<file path="src/rtl/fpga_cfg_wb_loader_pkg.sv">
// fpga_cfg_pkg: shared constants, FSM state type and count helper for the
// Wishbone configuration loader.
//   CFG_OFS_*    : register offsets within the 16-byte window (adr[3:0])
//   CFG_MAX_COLS : upper bound on the number of fabric columns (MX)
//   cfg_state_e  : loader FSM states
//   cfg_sat_cnt  : clamp a per-column bit count byte to 0..8
package fpga_cfg_pkg;

   localparam logic [3:0] CFG_OFS_STATUS = 4'd0;
   localparam logic [3:0] CFG_OFS_CTRL   = 4'd1;
   localparam logic [3:0] CFG_OFS_DATA   = 4'd2;
   localparam int         CFG_MAX_COLS   = 4;
   localparam logic [3:0] CFG_CNT_MAX    = 4'd8;

   typedef enum logic [1:0] {IDLE, SHIFT, ACK} cfg_state_e;

   function automatic logic [3:0] cfg_sat_cnt(input logic [7:0] b);
      return (b > 8'(CFG_CNT_MAX)) ? CFG_CNT_MAX : b[3:0];
   endfunction

endpackage

</file>
<file path="src/rtl/fpga_cfg_wb_loader_if.sv">
// fpga_cfg_wb_loader_if: Wishbone slave bus between the management SoC and
// the configuration loader.
//   master modport : drives stb/cyc/we/sel/dat_i/adr, receives ack/dat_o
//   slave  modport : the loader side
interface fpga_cfg_wb_loader_if;
   logic        wbs_stb_i;
   logic        wbs_cyc_i;
   logic        wbs_we_i;
   logic [3:0]  wbs_sel_i;
   logic [31:0] wbs_dat_i;
   logic [31:0] wbs_adr_i;
   logic        wbs_ack_o;
   logic [31:0] wbs_dat_o;

   modport master (
      output wbs_stb_i, wbs_cyc_i, wbs_we_i, wbs_sel_i, wbs_dat_i, wbs_adr_i,
      input  wbs_ack_o, wbs_dat_o
   );

   modport slave (
      input  wbs_stb_i, wbs_cyc_i, wbs_we_i, wbs_sel_i, wbs_dat_i, wbs_adr_i,
      output wbs_ack_o, wbs_dat_o
   );
endinterface

</file>
<file path="src/rtl/fpga_cfg_wb_loader_col_shifter.sv">
// cfg_col_shifter: one fabric column's serial config shifter.
//   clk_i, rst_ni : clock, synchronous active-low reset
//   load_i        : capture data_i/cnt_i; the first bit appears next cycle
//   shift_i       : advance one bit while bits remain
//   data_i        : 8 config bits, shifted out LSB first
//   cnt_i         : number of bits to shift (0..8, 0 = column idle)
//   en_o, bit_o   : registered column shift enable and serial bit
//   rem_nz_o      : more bits remain after the one currently on bit_o
module cfg_col_shifter (
   input  logic       clk_i,
   input  logic       rst_ni,
   input  logic       load_i,
   input  logic       shift_i,
   input  logic [7:0] data_i,
   input  logic [3:0] cnt_i,
   output logic       en_o,
   output logic       bit_o,
   output logic       rem_nz_o
);

   logic [7:0] shreg_q, shreg_d;
   logic [3:0] rem_q, rem_d;
   logic       en_q, en_d, bit_q, bit_d;

   // The load cycle already presents bit 0, so rem counts the bits still
   // waiting behind the one on the output.
   always_comb begin
      shreg_d = shreg_q;
      rem_d   = rem_q;
      en_d    = 1'b0;
      bit_d   = 1'b0;
      if (load_i) begin
         rem_d = 4'd0;
         if (cnt_i != 4'd0) begin
            en_d    = 1'b1;
            bit_d   = data_i[0];
            shreg_d = {1'b0, data_i[7:1]};
            rem_d   = cnt_i - 4'd1;
         end
      end else if (shift_i && rem_q != 4'd0) begin
         en_d    = 1'b1;
         bit_d   = shreg_q[0];
         shreg_d = {1'b0, shreg_q[7:1]};
         rem_d   = rem_q - 4'd1;
      end
   end

   always_ff @(posedge clk_i) begin
      if (!rst_ni) begin
         shreg_q <= '0;
         rem_q   <= '0;
         en_q    <= 1'b0;
         bit_q   <= 1'b0;
      end else begin
         shreg_q <= shreg_d;
         rem_q   <= rem_d;
         en_q    <= en_d;
         bit_q   <= bit_d;
      end
   end

   assign en_o     = en_q;
   assign bit_o    = bit_q;
   assign rem_nz_o = (rem_q != 4'd0);

endmodule

</file>
<file path="src/rtl/fpga_cfg_wb_loader.sv">
// fpga_cfg_wb_loader: Wishbone slave that shifts per-column config bits into
// the fabric scan chains; ack is withheld until the shift burst is done.
//   wb_clk_i, wb_rst_i : clock, synchronous active-low reset
//   wbs                : Wishbone slave bus (fpga_cfg_wb_loader_if.slave)
//   cfg_en_o/cfg_bit_o : per-column shift enable and serial bit
//   busy_o             : high while a shift burst is running
module fpga_cfg_wb_loader
   import fpga_cfg_pkg::*;
#(
   parameter logic [31:0] BASE_ADDR = 32'h3000_0000,
   parameter int          MX        = 4   // 1..CFG_MAX_COLS
) (
   input  logic                 wb_clk_i,
   input  logic                 wb_rst_i,
   fpga_cfg_wb_loader_if.slave  wbs,
   output logic [MX-1:0]        cfg_en_o,
   output logic [MX-1:0]        cfg_bit_o,
   output logic                 busy_o
);

   cfg_state_e           state_q;
   logic                 ack_q, busy_q;
   logic [31:0]          dat_q;
   logic [MX-1:0][3:0]   cnt_q;
   logic [23:0]          total_q;

   logic                 req, wr_ctrl, wr_data, load, any_load;
   logic [3:0]           ofs;
   logic [MX-1:0][3:0]   load_cnt;
   logic [MX-1:0]        rem_nz;
   logic [31:0]          rd_data;

   assign ofs     = wbs.wbs_adr_i[3:0];
   assign req     = wbs.wbs_stb_i && wbs.wbs_cyc_i &&
                    (wbs.wbs_adr_i[31:4] == BASE_ADDR[31:4]);
   assign wr_ctrl = wbs.wbs_we_i && (ofs == CFG_OFS_CTRL);
   assign wr_data = wbs.wbs_we_i && (ofs == CFG_OFS_DATA);
   // Requests are only sampled in IDLE; a held stb during a burst waits.
   assign load    = (state_q == IDLE) && req && wr_data;

   always_comb begin
      any_load = 1'b0;
      rd_data  = '0;
      for (int j = 0; j < MX; j++) begin
         load_cnt[j] = wbs.wbs_sel_i[j] ? cnt_q[j] : 4'd0;
         if (load_cnt[j] != 4'd0) any_load = 1'b1;
      end
      if (!wbs.wbs_we_i) begin
         if (ofs == CFG_OFS_STATUS)
            rd_data = {busy_q, 7'b0, total_q};
         else if (ofs == CFG_OFS_CTRL)
            for (int j = 0; j < MX; j++) rd_data[8*j +: 8] = {4'b0, cnt_q[j]};
      end
   end

   for (genvar j = 0; j < MX; j++) begin : g_col
      cfg_col_shifter u_col (
         .clk_i    (wb_clk_i),
         .rst_ni   (wb_rst_i),
         .load_i   (load),
         .shift_i  (state_q == SHIFT),
         .data_i   (wbs.wbs_dat_i[8*j +: 8]),
         .cnt_i    (load_cnt[j]),
         .en_o     (cfg_en_o[j]),
         .bit_o    (cfg_bit_o[j]),
         .rem_nz_o (rem_nz[j])
      );
   end

   always_ff @(posedge wb_clk_i) begin
      if (!wb_rst_i) begin
         state_q <= IDLE;
         ack_q   <= 1'b0;
         busy_q  <= 1'b0;
         dat_q   <= '0;
         total_q <= '0;
         for (int j = 0; j < MX; j++) cnt_q[j] <= CFG_CNT_MAX;
      end else begin
         ack_q <= 1'b0;
         dat_q <= '0;
         // Count column-0 bits as they leave, saturating at all-ones.
         if (cfg_en_o[0] && total_q != '1) total_q <= total_q + 24'd1;
         case (state_q)
            IDLE: if (req) begin
               if (wr_data && any_load) begin
                  state_q <= SHIFT;
                  busy_q  <= 1'b1;
               end else begin
                  state_q <= ACK;
                  ack_q   <= 1'b1;
                  dat_q   <= rd_data;
                  if (wr_ctrl)
                     for (int j = 0; j < MX; j++)
                        if (wbs.wbs_sel_i[j])
                           cnt_q[j] <= cfg_sat_cnt(wbs.wbs_dat_i[8*j +: 8]);
               end
            end
            // rem_nz low everywhere means the bits now on the outputs are
            // the last ones, so ack lands the cycle after the final enable.
            SHIFT: if (rem_nz == '0) begin
               state_q <= ACK;
               busy_q  <= 1'b0;
               ack_q   <= 1'b1;
            end
            default: state_q <= IDLE;
         endcase
      end
   end

   assign wbs.wbs_ack_o = ack_q;
   assign wbs.wbs_dat_o = dat_q;
   assign busy_o        = busy_q;

endmodule
</file>
<file path="src/flat_wrapper.sv">
// flat-port wrapper written by rule: the top's interface ports become plain ports
module fpga_cfg_wb_loader_flat import fpga_cfg_pkg::*;
#(
   parameter logic [31:0] BASE_ADDR = 32'h3000_0000,
   parameter int          MX        = 4                     
)
  (wb_clk_i, wb_rst_i, cfg_en_o, cfg_bit_o, busy_o, wbs_wbs_stb_i, wbs_wbs_cyc_i, wbs_wbs_we_i, wbs_wbs_sel_i, wbs_wbs_dat_i, wbs_wbs_adr_i, wbs_wbs_ack_o, wbs_wbs_dat_o);
  fpga_cfg_wb_loader_if wbs_i ();
  input  logic wb_clk_i;
  input  logic wb_rst_i;
  output logic [MX-1:0] cfg_en_o;
  output logic [MX-1:0] cfg_bit_o;
  output logic busy_o;
  input wire logic [$bits(wbs_i.wbs_stb_i)-1:0] wbs_wbs_stb_i;
  input wire logic [$bits(wbs_i.wbs_cyc_i)-1:0] wbs_wbs_cyc_i;
  input wire logic [$bits(wbs_i.wbs_we_i)-1:0] wbs_wbs_we_i;
  input wire logic [$bits(wbs_i.wbs_sel_i)-1:0] wbs_wbs_sel_i;
  input wire logic [$bits(wbs_i.wbs_dat_i)-1:0] wbs_wbs_dat_i;
  input wire logic [$bits(wbs_i.wbs_adr_i)-1:0] wbs_wbs_adr_i;
  output wire logic [$bits(wbs_i.wbs_ack_o)-1:0] wbs_wbs_ack_o;
  output wire logic [$bits(wbs_i.wbs_dat_o)-1:0] wbs_wbs_dat_o;
  assign wbs_i.wbs_stb_i = wbs_wbs_stb_i;
  assign wbs_i.wbs_cyc_i = wbs_wbs_cyc_i;
  assign wbs_i.wbs_we_i = wbs_wbs_we_i;
  assign wbs_i.wbs_sel_i = wbs_wbs_sel_i;
  assign wbs_i.wbs_dat_i = wbs_wbs_dat_i;
  assign wbs_i.wbs_adr_i = wbs_wbs_adr_i;
  assign wbs_wbs_ack_o = wbs_i.wbs_ack_o;
  assign wbs_wbs_dat_o = wbs_i.wbs_dat_o;
  fpga_cfg_wb_loader #(.BASE_ADDR(BASE_ADDR), .MX(MX)) u_core (.wb_clk_i(wb_clk_i), .wb_rst_i(wb_rst_i), .wbs(wbs_i), .cfg_en_o(cfg_en_o), .cfg_bit_o(cfg_bit_o), .busy_o(busy_o));
endmodule
</file>
<file path="config.mk">
export PLATFORM = sky130hd
export DESIGN_NAME = fpga_cfg_wb_loader_flat
export DESIGN_NICKNAME = d
export VERILOG_FILES = /design/src/rtl/fpga_cfg_wb_loader_pkg.sv /design/src/rtl/fpga_cfg_wb_loader_if.sv /design/src/rtl/fpga_cfg_wb_loader_col_shifter.sv /design/src/rtl/fpga_cfg_wb_loader.sv /design/src/flat_wrapper.sv
export SDC_FILE = /design/constraint.sdc
export NUM_CORES = 1
export LEC_CHECK = 0
export BUFFER_PORTS_ARGS = -buffer_cell sky130_fd_sc_hd__buf_2
export CAP_MARGIN = 15
export CELL_PAD_IN_SITES_DETAIL_PLACEMENT = 0
export CELL_PAD_IN_SITES_GLOBAL_PLACEMENT = 1
export CORE_UTILIZATION = 29
export CTS_CLUSTER_DIAMETER = 60
export CTS_CLUSTER_SIZE = 25
export DETAILED_ROUTE_END_ITERATION = 16
export PLACE_DENSITY_LB_ADDON = 0.1
export RECOVER_POWER = 50
export SLEW_MARGIN = 20
export SYNTH_ARGS = -nofsm -noshare
export SYNTH_HDL_FRONTEND = slang
export SYNTH_HIERARCHICAL = 1
export SYNTH_SLANG_ARGS = --single-unit
export TNS_END_PERCENT = 100
</file>
<file path="constraint.sdc">
create_clock -name wb_clk_i -period 3.5 [get_ports wb_clk_i]
set_clock_uncertainty 0.05 [all_clocks]
set_input_delay 0.35 -clock wb_clk_i [delete_from_list [all_inputs] [get_ports wb_clk_i]]
set_output_delay 0.35 -clock wb_clk_i [all_outputs]
set_load 0.05 [all_outputs]
</file>
Yosys cells after proc, flatten, opt, wreduce, memory -nomap -nowiden
Index checks and enable logic that the tools add are counted.
{"block": "totals", "reg_bits": 132, "in_bits": 73, "output_inout_bits": 42, "word_cells": 171}
{"block": "classes", "addsub": 9, "magnitude_cmp": 4, "eq_ne": 12, "mux": 73, "n_bitwise": 5, "reduce_logical": 41}
{"cell": "8-bit 2-to-1 mux", "n": 12}
{"cell": "4-bit 2-to-1 mux", "n": 20}
{"cell": "1-bit 2-to-1 mux", "n": 33}
{"cell": "8-bit by 4-bit greater-than comparator with 1-bit output (second input constant)", "n": 4}
{"cell": "32-bit 2-to-1 mux", "n": 1}
{"cell": "4-bit nonzero test", "n": 8}
{"cell": "4-bit by 1-bit subtractor with 4-bit output (second input constant)", "n": 8}
{"cell": "28-bit by 26-bit == test with 1-bit output (second input constant)", "n": 1}
{"cell": "28-bit 2-to-1 mux", "n": 1}
{"cell": "24-bit by 1-bit adder with 24-bit output (second input constant)", "n": 1}
{"cell": "24-bit != test (second input constant)", "n": 1}
{"cell": "5-bit AND reduction", "n": 4}
{"cell": "1-bit logical AND", "n": 12}
{"cell": "2-bit by 1-bit != test with 1-bit output (second input constant)", "n": 6}
{"cell": "2-bit AND reduction", "n": 5}
{"cell": "2-bit nonzero test", "n": 5}
{"cell": "4-bit zero test", "n": 2}
{"cell": "7-bit OR reduction", "n": 1}
{"cell": "2-bit 2-to-1 mux", "n": 3}
{"cell": "6-bit OR reduction", "n": 1}
{"cell": "1-bit NOT", "n": 5}
{"cell": "5-bit OR reduction", "n": 1}
{"cell": "4-bit by 1-bit == test with 1-bit output (second input constant)", "n": 1}
{"cell": "4-bit by 2-bit == test with 1-bit output (second input constant)", "n": 1}
{"cell": "other kinds (6)", "n": 7}

Depth between registers and ports, before layout
Gate-level depths: netlist of the first run.
{"block": "logic_depth", "depth_word": 10, "ltp_mapped": 7, "depth_no_buf": 6}

By module
The synthesis of the first run kept the hierarchy.
{"mod": "fpga_cfg_wb_loader", "n_inst": 1, "cells_per_inst": 352, "area_per_inst_um2": 3253.1, "seq_area_each_um2": 1461.4}
{"mod": "cfg_col_shifter", "n_inst": 4, "cells_per_inst": 82, "area_per_inst_um2": 758.2, "seq_area_each_um2": 260.2}

Worst setup path before layout of the first run
Ideal clock, no wire load.
{"block": "synth_timing", "path_kind": "input-to-reg", "from": "input port wbs_wbs_adr_i[26]", "to": "register u_core.g_col[0].u_col.rem_q[0]", "setup_ns": 0.087, "arrival_time_ns": 2.318, "required_time_ns": 3.363, "path_slack_ns": 1.045, "cell_stages": 7, "n_path_buf": 1, "path_cell_list": "nor4bb_1 nand4_1 nor3_1 buf_2 o41a_1 a21oi_1 a211oi_1"}
{"block": "synth_between", "elab_chain_len": 5, "word_cells_on_any_way": 6, "cone_classes": "eq/ne: 1; mux: 1; reduce/logical: 4"}
{"element": "start, declared", "line_no": "flat_wrapper.sv:19", "rtl": "input wire logic [$bits(wbs_i.wbs_adr_i)-1:0] wbs_wbs_adr_i;"}
{"element": "28-bit by 26-bit == test with 1-bit output *", "line_no": "fpga_cfg_wb_loader.sv:35", "rtl": "(wbs.wbs_adr_i[31:4] == BASE_ADDR[31:4]);"}
{"element": "1-bit logical AND *", "line_no": "fpga_cfg_wb_loader.sv:34", "rtl": "assign req = wbs.wbs_stb_i && wbs.wbs_cyc_i &&"}
{"element": "1-bit logical AND * (2 in a row)", "line_no": "fpga_cfg_wb_loader.sv:39", "rtl": "assign load = (state_q == IDLE) && req && wr_data;"}
{"element": "net u_core.load", "line_no": "fpga_cfg_wb_loader.sv:27", "rtl": "logic req, wr_ctrl, wr_data, load, any_load;"}
{"element": "4-bit 2-to-1 mux / 2-bit nonzero test (equally long branches)"}
{"element": "end signal, assigned", "line_no": "fpga_cfg_wb_loader_col_shifter.sv:56", "rtl": "rem_q <= rem_d;"}
{"element": "end, declared", "line_no": "fpga_cfg_wb_loader_col_shifter.sv:22", "rtl": "logic [3:0] rem_q, rem_d;"}
Mark *: on every way through the listed nets, which the timed path passes. The rest lies on a longest branch.
A chain may end at the register's enable or synchronous reset.

Worst setup path in the final report of the first run
{"block": "layout_timing", "from": "register u_core.g_col[1].u_col.rem_q[1]", "to": "register u_core.busy_q, in the netlist u_core/busy_o"}
{"block": "layout_between", "elab_chain_len": 4}
{"element": "start, declared", "line_no": "fpga_cfg_wb_loader_col_shifter.sv:22"}
{"element": "start signal, assigned", "line_no": "fpga_cfg_wb_loader_col_shifter.sv:56"}
{"element": "4-bit nonzero test", "line_no": "fpga_cfg_wb_loader_col_shifter.sv:64", "rtl": "assign rem_nz_o = (rem_q != 4'd0);"}
{"element": "net u_core.rem_nz[1]", "line_no": "fpga_cfg_wb_loader.sv:30", "rtl": "logic [MX-1:0] rem_nz;"}
{"element": "4-bit zero test", "line_no": "fpga_cfg_wb_loader.sv:100", "rtl": "SHIFT: if (rem_nz == '0) begin"}
{"element": "2-bit by 1-bit != test with 1-bit output (no line)"}
{"element": "4-bit AND reduction (no line)"}
{"element": "end signal, assigned", "line_no": "fpga_cfg_wb_loader.sv:74", "rtl": "busy_q <= 1'b0;"}
{"element": "end signal, assigned", "line_no": "fpga_cfg_wb_loader.sv:87", "rtl": "busy_q <= 1'b1;"}
{"element": "end signal, assigned", "line_no": "fpga_cfg_wb_loader.sv:102", "rtl": "busy_q <= 1'b0;"}
{"element": "end, declared", "line_no": "fpga_cfg_wb_loader.sv:22", "rtl": "logic ack_q, busy_q;"}
The timed path passes the listed nets, and every way through them passes these cells.

==> impl_metrics.toml, run 1 <==
[cts]
htree_levels = 4
hold_buffers = 0
clk_latency_ns = 0.41
cts_buffers = 17
cts_tree = "done"
cts_root_buf = "clkbuf_16"
clk_pin_slew_ns = 0.06
cts_setup_buffers = 0
clk_path_buf_depth = 2
clock_sinks = 125
cts_resized = 0

[power]
clkPwrFrac_pct = 53.3
pwr-share-comb_pct = 3.6
irDropWorstVdd_mv = 0.277
p_leak_uw = 0.00309
intPower_uw = 2610
swShare_pct = 21.1
seqPwrFrac_pct = 43.1
total_power_uw = 3300
power.switching_uw = 696
p_per_area_nw_per_um2 = 434

[detailed_routing]
drtAntennaViolNets = 0
wl_per_cell_um = 15.9
drc = 0
wl_um = 17000
vias_per_cell = 4.96
drtIter0Drc = 233
dr.pass1.iters = 4
vias = 5299

[logic_synthesis]
async_flop_share_pct = 0
netlist_instances = 680
syn_area_per_cell_sq_um = 9.24
ys.flop_type = "dfxtp_1"
seq_area_frac_synth_pct = 39.8
yosys_warnings = 6
synth_cell_types = 65
synth_edf_count = 0
ys_seq_elements = 125
syn-cell-area_sq_um = 6290

[final_layout]
final_common_cell = "dfxtp_1"
num_antenna_cells = 0
nets = 861
area_growth_pct = 21.0
fin_util_pct = 35.9
final_layout_size_suffix_gt1_share_pct = 20.8
final_cell_mix = "dfxtp_1 (125), nand2_1 (100), buf_2 (71)"
nFillCells = 2175
fin_cells = 1068

[status]
status = "completed"

[global_routing]
grt_antenna_before_repair = 0
grt_usage_pct = 15.9
grt_pass1_wl_um = 27700
grt_start_max_net_pins = 85
grt_pass1_vias = 5244
overflow = 0

[sta]
period_minus_slack_ns = 2.46
relSlewSlack_pct = 44.9
finalSetupTns_ns = 0
finalHoldViolations = 0
setup-violations-final = 0
rsz0062_at_grt = "false"
fmax_mhz = 406
slew_violations = 0
post-route-period-util_pct = 70.4
worstMarginPinSlew_ns = 0.822

[critical_path]
crit_path_start = "u_core/g_col[1].u_col/rem_q[1]"
cp-start-kind = "flop"
cp.required_ns = 3.75
r2r-end = "u_core/busy_o"
end_kind = "flop"
crit_path_end = "u_core/busy_o"
r2r_slack_ns = 1.04
ff2ff_path_depth = 6
cp.arrival_ns = 2.72
critical_path_class = "flop to flop"
reg2reg_from = "u_core/g_col[1].u_col/rem_q[1]"
critical_path.max_fanout = 7

[floorplanning]
die-area_sq_um = 22300
ios = 115
floorplan.initialDensity_pct = 29.7
chipWidth_um = 149
rows = 53
coreArea_sq_um = 21200
die_h_um = 149

[placed_design]
place_congestion = 0.751
dp_hpwl_um = 12200
dp_cells = 1039
io_buffer_count = 111

[flow_run]
drv_cap = 0

[hold_path]
hold_class = "input pin to flop"
kinds of logic after synthesis:
logic type      after synthesis  synth area share [%]
simple gates                286                  24.4
flops                       125                  39.8
compound gates              120                  16.8
mux                          69                  11.5
buf+inv                      61                  4.64
xor+xnor                     13                  1.81
fa+ha+maj                     5                 0.995
other cells                   1                0.0597
power groups by stage:
stage	registers (uW)	logic [uW]	clock network [uW]
5_1_grt	1420	131	1870
2_1_floorplan	1450	52.5	0
3_5_place_dp	1450	120	0
3_3_place_gp	1450	118	0
4_1_cts	1420	120	1810
6_report	1420	119	1760
worst max-delay path: stages (launching register included):
cell,delay (ns)
dfxtp_1,0.31
inv_1,0.11
ha_1,0.20
or3b_1,0.55
nor4_1,0.75
nand2_1,0.21
o211a_1,0.19
cell type report:
type	count	area [sq um]	area share, %
Clock buffer	20	457	6.01
Clock inverter	9	120	1.58
Inverter	24	90.1	1.18
Multi-Input combinational cell	496	3510	46.2
Sequential cell	125	2500	32.9
Tap cell	275	344	4.52
Timing Repair Buffer	119	582	7.65
cells in the mapped netlist, drive strengths merged (7+ instances only):
master,n,area [sq um]
nor4,12,90.1
mux2,24,270
a22oi,12,90.1
or3,7,43.8
and2,42,263
nor2,33,126
a21boi,9,67.6
buf,14,115
and3,10,63.8
dfxtp,125,2500
nand2b,9,56.3
a21oi,18,135
nand4,12,81.3
a211oi,12,90.1
a32o,8,80.1
mux2i,45,450
clkbuf,23,86.3
nor3,13,65.1
nand3,8,40.0
xnor2,7,61.3
nand2,100,375
inv,24,90.1
nor2b,11,68.8
how the worst min path moves through the flow:
stage                                                start  slack (ns)  cells after the start                                to
after global routing                     wbs_wbs_dat_i[15]        0.13                      3  u_core/g_col[1].u_col/shreg_q[6]
after floorplan           u_core/g_col[0].u_col/shreg_q[1]        0.39                      2  u_core/g_col[0].u_col/shreg_q[1]
after CTS                                 wbs_wbs_dat_i[7]        0.12                      3  u_core/g_col[0].u_col/shreg_q[6]
final                                    wbs_wbs_dat_i[23]        0.14                      3  u_core/g_col[2].u_col/shreg_q[6]
after detailed placement  u_core/g_col[2].u_col/shreg_q[2]        0.40                      2  u_core/g_col[2].u_col/shreg_q[2]
after global placement    u_core/g_col[2].u_col/shreg_q[4]        0.39                      2  u_core/g_col[2].u_col/shreg_q[4]
registers in the layout, summed over array words and instances (netlist names), 2 cells and up:
register	count
u_core/wbs.wbs_dat_o	29
u_core/g_col.u_col/shreg_q	28
u_core/total_q	24
u_core/cnt_q	16
u_core/g_col.u_col/rem_q	16
u_core/g_col.u_col/bit_o	4
u_core/g_col.u_col/en_o	4
u_core/state_q	2
through the flow:
stage,setup slack (ns),instance area [sq um],hold slack [ns]
final,1.04,7600,0.140
after global placement,0.994,7080,0.393
after global routing,0.785,7600,0.134
after floorplan,1.05,6290,0.386
after detailed placement,0.924,7080,0.404
after CTS,1.00,7660,0.123
layer usage:
layer  part of all wire (%)  up-vias  global-route usage [%]
met1                     47     2518                    20.8
li1                       -     2659                       -
met4                    2.1        0                    6.58
met5                      0        -                       0
met2                     47       97                    25.7
met3                    3.2       25                    2.72
Note: power is estimated with default switching activity, not from simulation.
==> run 2: changes to the inputs <==
==> constraint.sdc (replaced) <==
create_clock -name wb_clk_i -period 2 [get_ports wb_clk_i]
set_clock_uncertainty 0.05 [all_clocks]
set_input_delay 0.2 -clock wb_clk_i [delete_from_list [all_inputs] [get_ports wb_clk_i]]
set_output_delay 0.2 -clock wb_clk_i [all_outputs]
set_load 0.05 [all_outputs]
==> run 2 against run 1 <==
The flow now finishes with violations (negative setup slack). Design area is 15% higher. Register-to-register slack worse by 1.1 ns. Utilization increased by 5.4 points. Fmax increased by 20%. Sequential cell count stayed put. Total power rose by 74%. Critical path depth grew 3. Global-route usage rose by 0.83 points. Clock-buffer cell count increased by 1. Worst hold slack got worse by 0.12 ns. Routed wire length grew 7.7%. First-iteration DRC count rose by 47%. Highest routed layer unchanged.
==> impl_metrics.toml, run 2 (same netlist as run 1, synthesis figures left out) <==
[status]
status = "complete, but fails checks"
violations = "negative setup slack"

[cts]
htree_levels = 4
cts_tree = "done"
cts_root_buf = "clkbuf_16"
clock_sinks = 125
cts_buffers = 17
clk_latency_ns = 0.42
clk_path_buf_depth = 2
clk_pin_slew_ns = 0.05

[placed_design]
place_congestion = 0.762
dp_hpwl_um = 13200
dp_cells = 1092
io_buffer_count = 111

[floorplanning]
coreArea_sq_um = 21200
die-area_sq_um = 22300
floorplan.initialDensity_pct = 29.7
chipWidth_um = 149
ios = 115
die_h_um = 149
rows = 53

[power]
p_per_area_nw_per_um2 = 657
irDropWorstVdd_mv = 0.427
total_power_uw = 5750
p_leak_uw = 0.00366

[critical_path]
r2r-end = "u_core/g_col[3].u_col/rem_q[1]"
cp-start-kind = "flop"
end_kind = "flop"
cp.arrival_ns = 2.31
critical_path_class = "flop to flop"
r2r_slack_ns = -0.05
cp.required_ns = 2.26
reg2reg_from = "u_core/state_q[0]"
critical_path.max_fanout = 6
ff2ff_path_depth = 9

[detailed_routing]
drc = 0
vias = 5668
drtAntennaViolNets = 0
vias_per_cell = 4.88
drtIter0Drc = 343
wl_per_cell_um = 15.7
wl_um = 18300
dr.pass1.iters = 4

[global_routing]
grt_start_max_net_pins = 44
grt_pass1_wl_um = 28900
overflow = 0
grt_antenna_before_repair = 1
grt_usage_pct = 16.7
grt_pass1_vias = 5619

[sta]
finalSetupTns_ns = -0.581
post-route-period-util_pct = 103
rsz0062_at_grt = "true"
setup_slack_ns = -0.0547
period_minus_slack_ns = 2.05
slew_violations = 0
relSlewSlack_pct = 52.4
worstMarginPinSlew_ns = 0.717
hold_slack_ns = 0.0176
setup-violations-final = 26
finalHoldViolations = 0
fmax_mhz = 487

[final_layout]
fin_cells = 1161
nets = 954
final_cell_mix = "dfxtp_1 (124), nand2_1 (97), buf_2 (71)"
num_antenna_cells = 0
nFillCells = 2136
final_layout_size_suffix_gt1_share_pct = 31.7
area_growth_pct = 39.2
largest_reg_flops = 29
final_common_cell = "dfxtp_1"

[flow_run]
drv_cap = 0

[hold_path]
hold_class = "input pin to flop"
whs_path_depth = 3
min_from = "wbs_wbs_dat_i[16]"
min_to = "u_core/cnt_q[8]"
-- run 2: power by group --
part	internal [uW]	switching (uW)	leakage [uW]	total (uW)
sequential	2490	0.0000000690	0.00101	2490
clock	1900	1110	0.000280	3010
combinational	105	139	0.00237	245
total	4500	1250	0.00366	5750
-- run 2: through the flow --
step / setup WS (ns) / util [%] / area, sq um
after floorplan: -0.0299 / - / 6370
after global placement: -0.295 / 35.8 / 7580
after detailed placement: -0.335 / 35.8 / 7580
after CTS: -0.0851 / 40.6 / 8590
after global routing: -0.215 / 41.3 / 8750
final: -0.0547 / 41.3 / 8750
-- run 2: repair_timing --
action | 4_1_cts | 5_1_grt
endpoints found under the hold margin | 12 | 0
cloned | 2 | 1
buffers inserted | 20 | 7
hold buffers | 12 | 0
resized for setup | 23 | 44
pin swaps | 6 | 18
endpoints found under the setup margin | 55 | 85
-- run 2: per-layer routing --
layer  GRT usage, %  vias to the layer above  wire length, um  share of wire [%]
li1               -                     2852                -                  -
met1           21.2                     2716             8510                 47
met2           28.6                       81             9010                 49
met3           2.69                       19              457                2.5
met4           5.92                        0              278                1.5
met5              0                        -                0                  0
-- run 2: final cells by class --
class / instances / area (sq um) / area share [%]
Inverter: 24 / 90.1 / 1.03
Timing Repair Buffer: 212 / 1520 / 17.3
Tap cell: 275 / 344 / 3.93
Clock buffer: 21 / 470 / 5.38
Clock inverter: 8 / 92.6 / 1.06
Multi-Input combinational cell: 496 / 3730 / 42.7
Sequential cell: 125 / 2500 / 28.6
-- run 2: worst max path at each step --
stage / from / end / cells past startpoint
after floorplan: u_core/state_q[0] / u_core/g_col[0].u_col/rem_q[0] / 7
after global placement: wbs_wbs_adr_i[5] / u_core/g_col[1].u_col/shreg_q[5] / 8
after detailed placement: wbs_wbs_adr_i[5] / u_core/g_col[1].u_col/shreg_q[5] / 8
after CTS: u_core/state_q[0] / u_core/g_col[3].u_col/rem_q[1] / 9
after global routing: u_core/state_q[0] / u_core/g_col[0].u_col/shreg_q[6] / 9
final: u_core/state_q[0] / u_core/g_col[3].u_col/rem_q[1] / 9
-- run 2: critical path: stages, from the launching register on --
cell and delay (ns):
dfxtp_2 0.33, nor4b_4 0.23, nand4_1 0.21, nor3_4 0.20, buf_6 0.16, buf_12 0.13, buf_4 0.13, a21boi_2 0.14
o31ai_1 0.08, a41o_2 0.27
==> run 3: changes to the inputs <==
--- a/config.mk
+++ b/config.mk
@@ -5,7 +5,6 @@
 export SDC_FILE = /design/constraint.sdc
 export NUM_CORES = 1
 export LEC_CHECK = 0
-export BUFFER_PORTS_ARGS = -buffer_cell sky130_fd_sc_hd__buf_2
 export CAP_MARGIN = 15
 export CELL_PAD_IN_SITES_DETAIL_PLACEMENT = 0
 export CELL_PAD_IN_SITES_GLOBAL_PLACEMENT = 1
@@ -13,6 +12,7 @@
 export CTS_CLUSTER_DIAMETER = 60
 export CTS_CLUSTER_SIZE = 25
 export DETAILED_ROUTE_END_ITERATION = 16
+export DONT_BUFFER_PORTS = 1
 export PLACE_DENSITY_LB_ADDON = 0.1
 export RECOVER_POWER = 50
 export SLEW_MARGIN = 20
==> run 3 against run 2 <==
The flow finishes with violations (negative hold slack, negative setup slack). Sequential cell count did not move. Clock-buffer cell count is 2 lower. First-iteration DRC count down 21%. Global-route usage is 0.28 points higher. Final cell count down 6.6%. Combinational power decreased by 50%. Sequential share of layout area grew 0.11 points. Utilization down 0.14 points. Clock power rose by 7.6%. Die area did not move. Register-to-register slack worse by 0.02 ns. Non-clock buffer count down 80. Critical path type unchanged. Largest cell class unchanged.
==> impl_metrics.toml, run 3 (same netlist as run 1, synthesis figures left out) <==
[critical_path]
cp.arrival_ns = 2.35
r2r_slack_ns = -0.08
r2r-end = "u_core/g_col[0].u_col/shreg_q[2]"
critical_path_class = "flop to flop"
slowest_delay_ns = 0.32
critical_path.max_fanout = 7
worst-path-buf-inv = 3
reg2reg_from = "u_core/state_q[0]"
end_kind = "flop"
slowest_stage = "dfxtp_2"
crit_path_start = "u_core/state_q[0]"
cp-start-kind = "flop"
cpMostUsedCell = "buf_12"
critical_path.top_delay_family = "simple AND/OR/NAND/NOR gates"
cp.required_ns = 2.27
path_cells = "nor4b_2 > nand4_1 > nor3_4 > buf_12 > buf_12 > o41a_1 > a21oi_4 > buf_6 > mux2i_1"
ff2ff_path_depth = 9

[global_routing]
grt_pass1_wl_um = 29400
overflow = 0
grt_start_max_net_pins = 127
grt_pass1_vias = 5575
grt_antenna_before_repair = 0
grt_usage_pct = 17.0

[flow_run]
drv_cap = 0

[final_layout]
area_growth_pct = 38.7
register_area_sq_um = 2500
final_common_cell = "dfxtp_1"
multi_input_area_sq_um = 3810
nets = 874
fin_util_pct = 41.2
largest_reg_flops = 29
num_antenna_cells = 0
fin_area_sq_um = 8720
final_layout_size_suffix_gt1_share_pct = 27.9
nFillCells = 2046
final_cell_mix = "dfxtp_1 (123), nand2_1 (87), dlygate4sd3_1 (48)"

[placed_design]
place_congestion = 0.764
io_buffer_count = 0
dp_hpwl_um = 12300
place_area_sq_um = 6960

[cts]
clk_latency_ns = 0.43
cts_buffers = 17
clock_sinks = 125
clk_path_buf_depth = 2
cts_tree = "done"
htree_levels = 4
clk_pin_slew_ns = 0.07
hold_buffers = 48
cts_root_buf = "clkbuf_16"

[floorplanning]
chipWidth_um = 149
ios = 115
coreArea_sq_um = 21200
rows = 53
die-area_sq_um = 22300
die_h_um = 149
floorplan.initialDensity_pct = 29.7

[power]
power.switching_uw = 1280
total_power_uw = 5860
p_leak_uw = 0.00344
intPower_uw = 4580
pwr-share-comb_pct = 2.1
clkPwrFrac_pct = 55.4
p_per_area_nw_per_um2 = 672
irDropWorstVdd_mv = 0.468
seqPwrFrac_pct = 42.5
swShare_pct = 21.8

[detailed_routing]
wl_um = 18400
wl_met1_um = 8090
vias_per_cell = 5.06
wl_per_cell_um = 17.0
dr.pass1.iters = 5
drc = 0
wl_met3_um = 509
dr.max_layer_used = "met4"
vias = 5483
met2_length_um = 9470
drtAntennaViolNets = 0
drtIter0Drc = 272

[sta]
hold_slack_ns = -0.129
slew_violations = 0
fmax_mhz = 481
rsz0062_at_grt = "true"
setup-violations-final = 29
setup_slack_ns = -0.0780
worstMarginPinSlew_ns = 0.583
finalHoldViolations = 27
period_minus_slack_ns = 2.08
relSlewSlack_pct = 61.1
post-route-period-util_pct = 104

[status]
status = "complete, but fails checks"
violations = "negative hold slack, negative setup slack"

[hold_path]
min_from = "wb_rst_i"
whs_path_depth = 2
hold_class = "input pin to flop"
min_to = "u_core/g_col[3].u_col/shreg_q[0]"
run 3: cell types whose count changed in the layout (fill, tap and decap cells not counted), sizes merged, moves of 3 or more:
cell | before | now
clkbuf | 67 | 22
clkinvlp | 1 | 4
dlygate4sd3 | 12 | 48
buf | 153 | 80
run 3: worst max-delay path by stage:
stage	to	slack [ns]	cells after the start
3_5_place_dp	u_core/g_col[2].u_col/shreg_q[4]	-0.31	8
4_1_cts	u_core/g_col[2].u_col/shreg_q[4]	-0.11	9
5_1_grt	u_core/g_col[1].u_col/shreg_q[2]	-0.25	10
2_1_floorplan	u_core/g_col[0].u_col/rem_q[0]	-0.03	7
3_3_place_gp	u_core/g_col[2].u_col/shreg_q[2]	-0.26	8
6_report	u_core/g_col[0].u_col/shreg_q[2]	-0.08	9
run 3: power groups by stage:
stage                     Combinational [uW]  Clock [uW]  Sequential [uW]
after global routing                     132        3440             2490
after detailed placement                78.7           0             2540
after global placement                  79.5           0             2540
after CTS                                120        3320             2490
final                                    122        3240             2490
after floorplan                         92.7           0             2540
run 3: timing repair:
action | CTS | global route
hold endpoints to repair | 88 | 59
cloned | 2 | 1
setup buffers | 22 | 10
gates resized for setup | 50 | 58
setup endpoints to repair | 54 | 108
pin swaps | 29 | 25
run 3: cell type report:
class	count	area share, %
sequential	125	28.7
multi-input combinational	496	43.7
inverter	24	1.03
clock buffer	19	5.20
clock inverter	13	1.89
timing repair buffer	132	15.5
tap	275	3.95
run 3: metrics by stage:
stage	setup WS [ns]	cells	hold slack (ns)	setup TNS [ns]
2_1_floorplan	-0.0299	682	0.286	-0.817
3_3_place_gp	-0.260	973	0.292	-9.95
3_5_place_dp	-0.312	973	0.296	-12.18
4_1_cts	-0.110	1077	-0.152	-2.90
5_1_grt	-0.246	1084	-0.148	-10.27
6_report	-0.0780	1084	-0.129	-1.31
run 3: per-layer routing:
layer	vias up	global-route usage, %
met1	2690	21.0
li1	2691	-
met5	-	0
met3	23	3.46
met2	79	28.7
met4	0	6.84
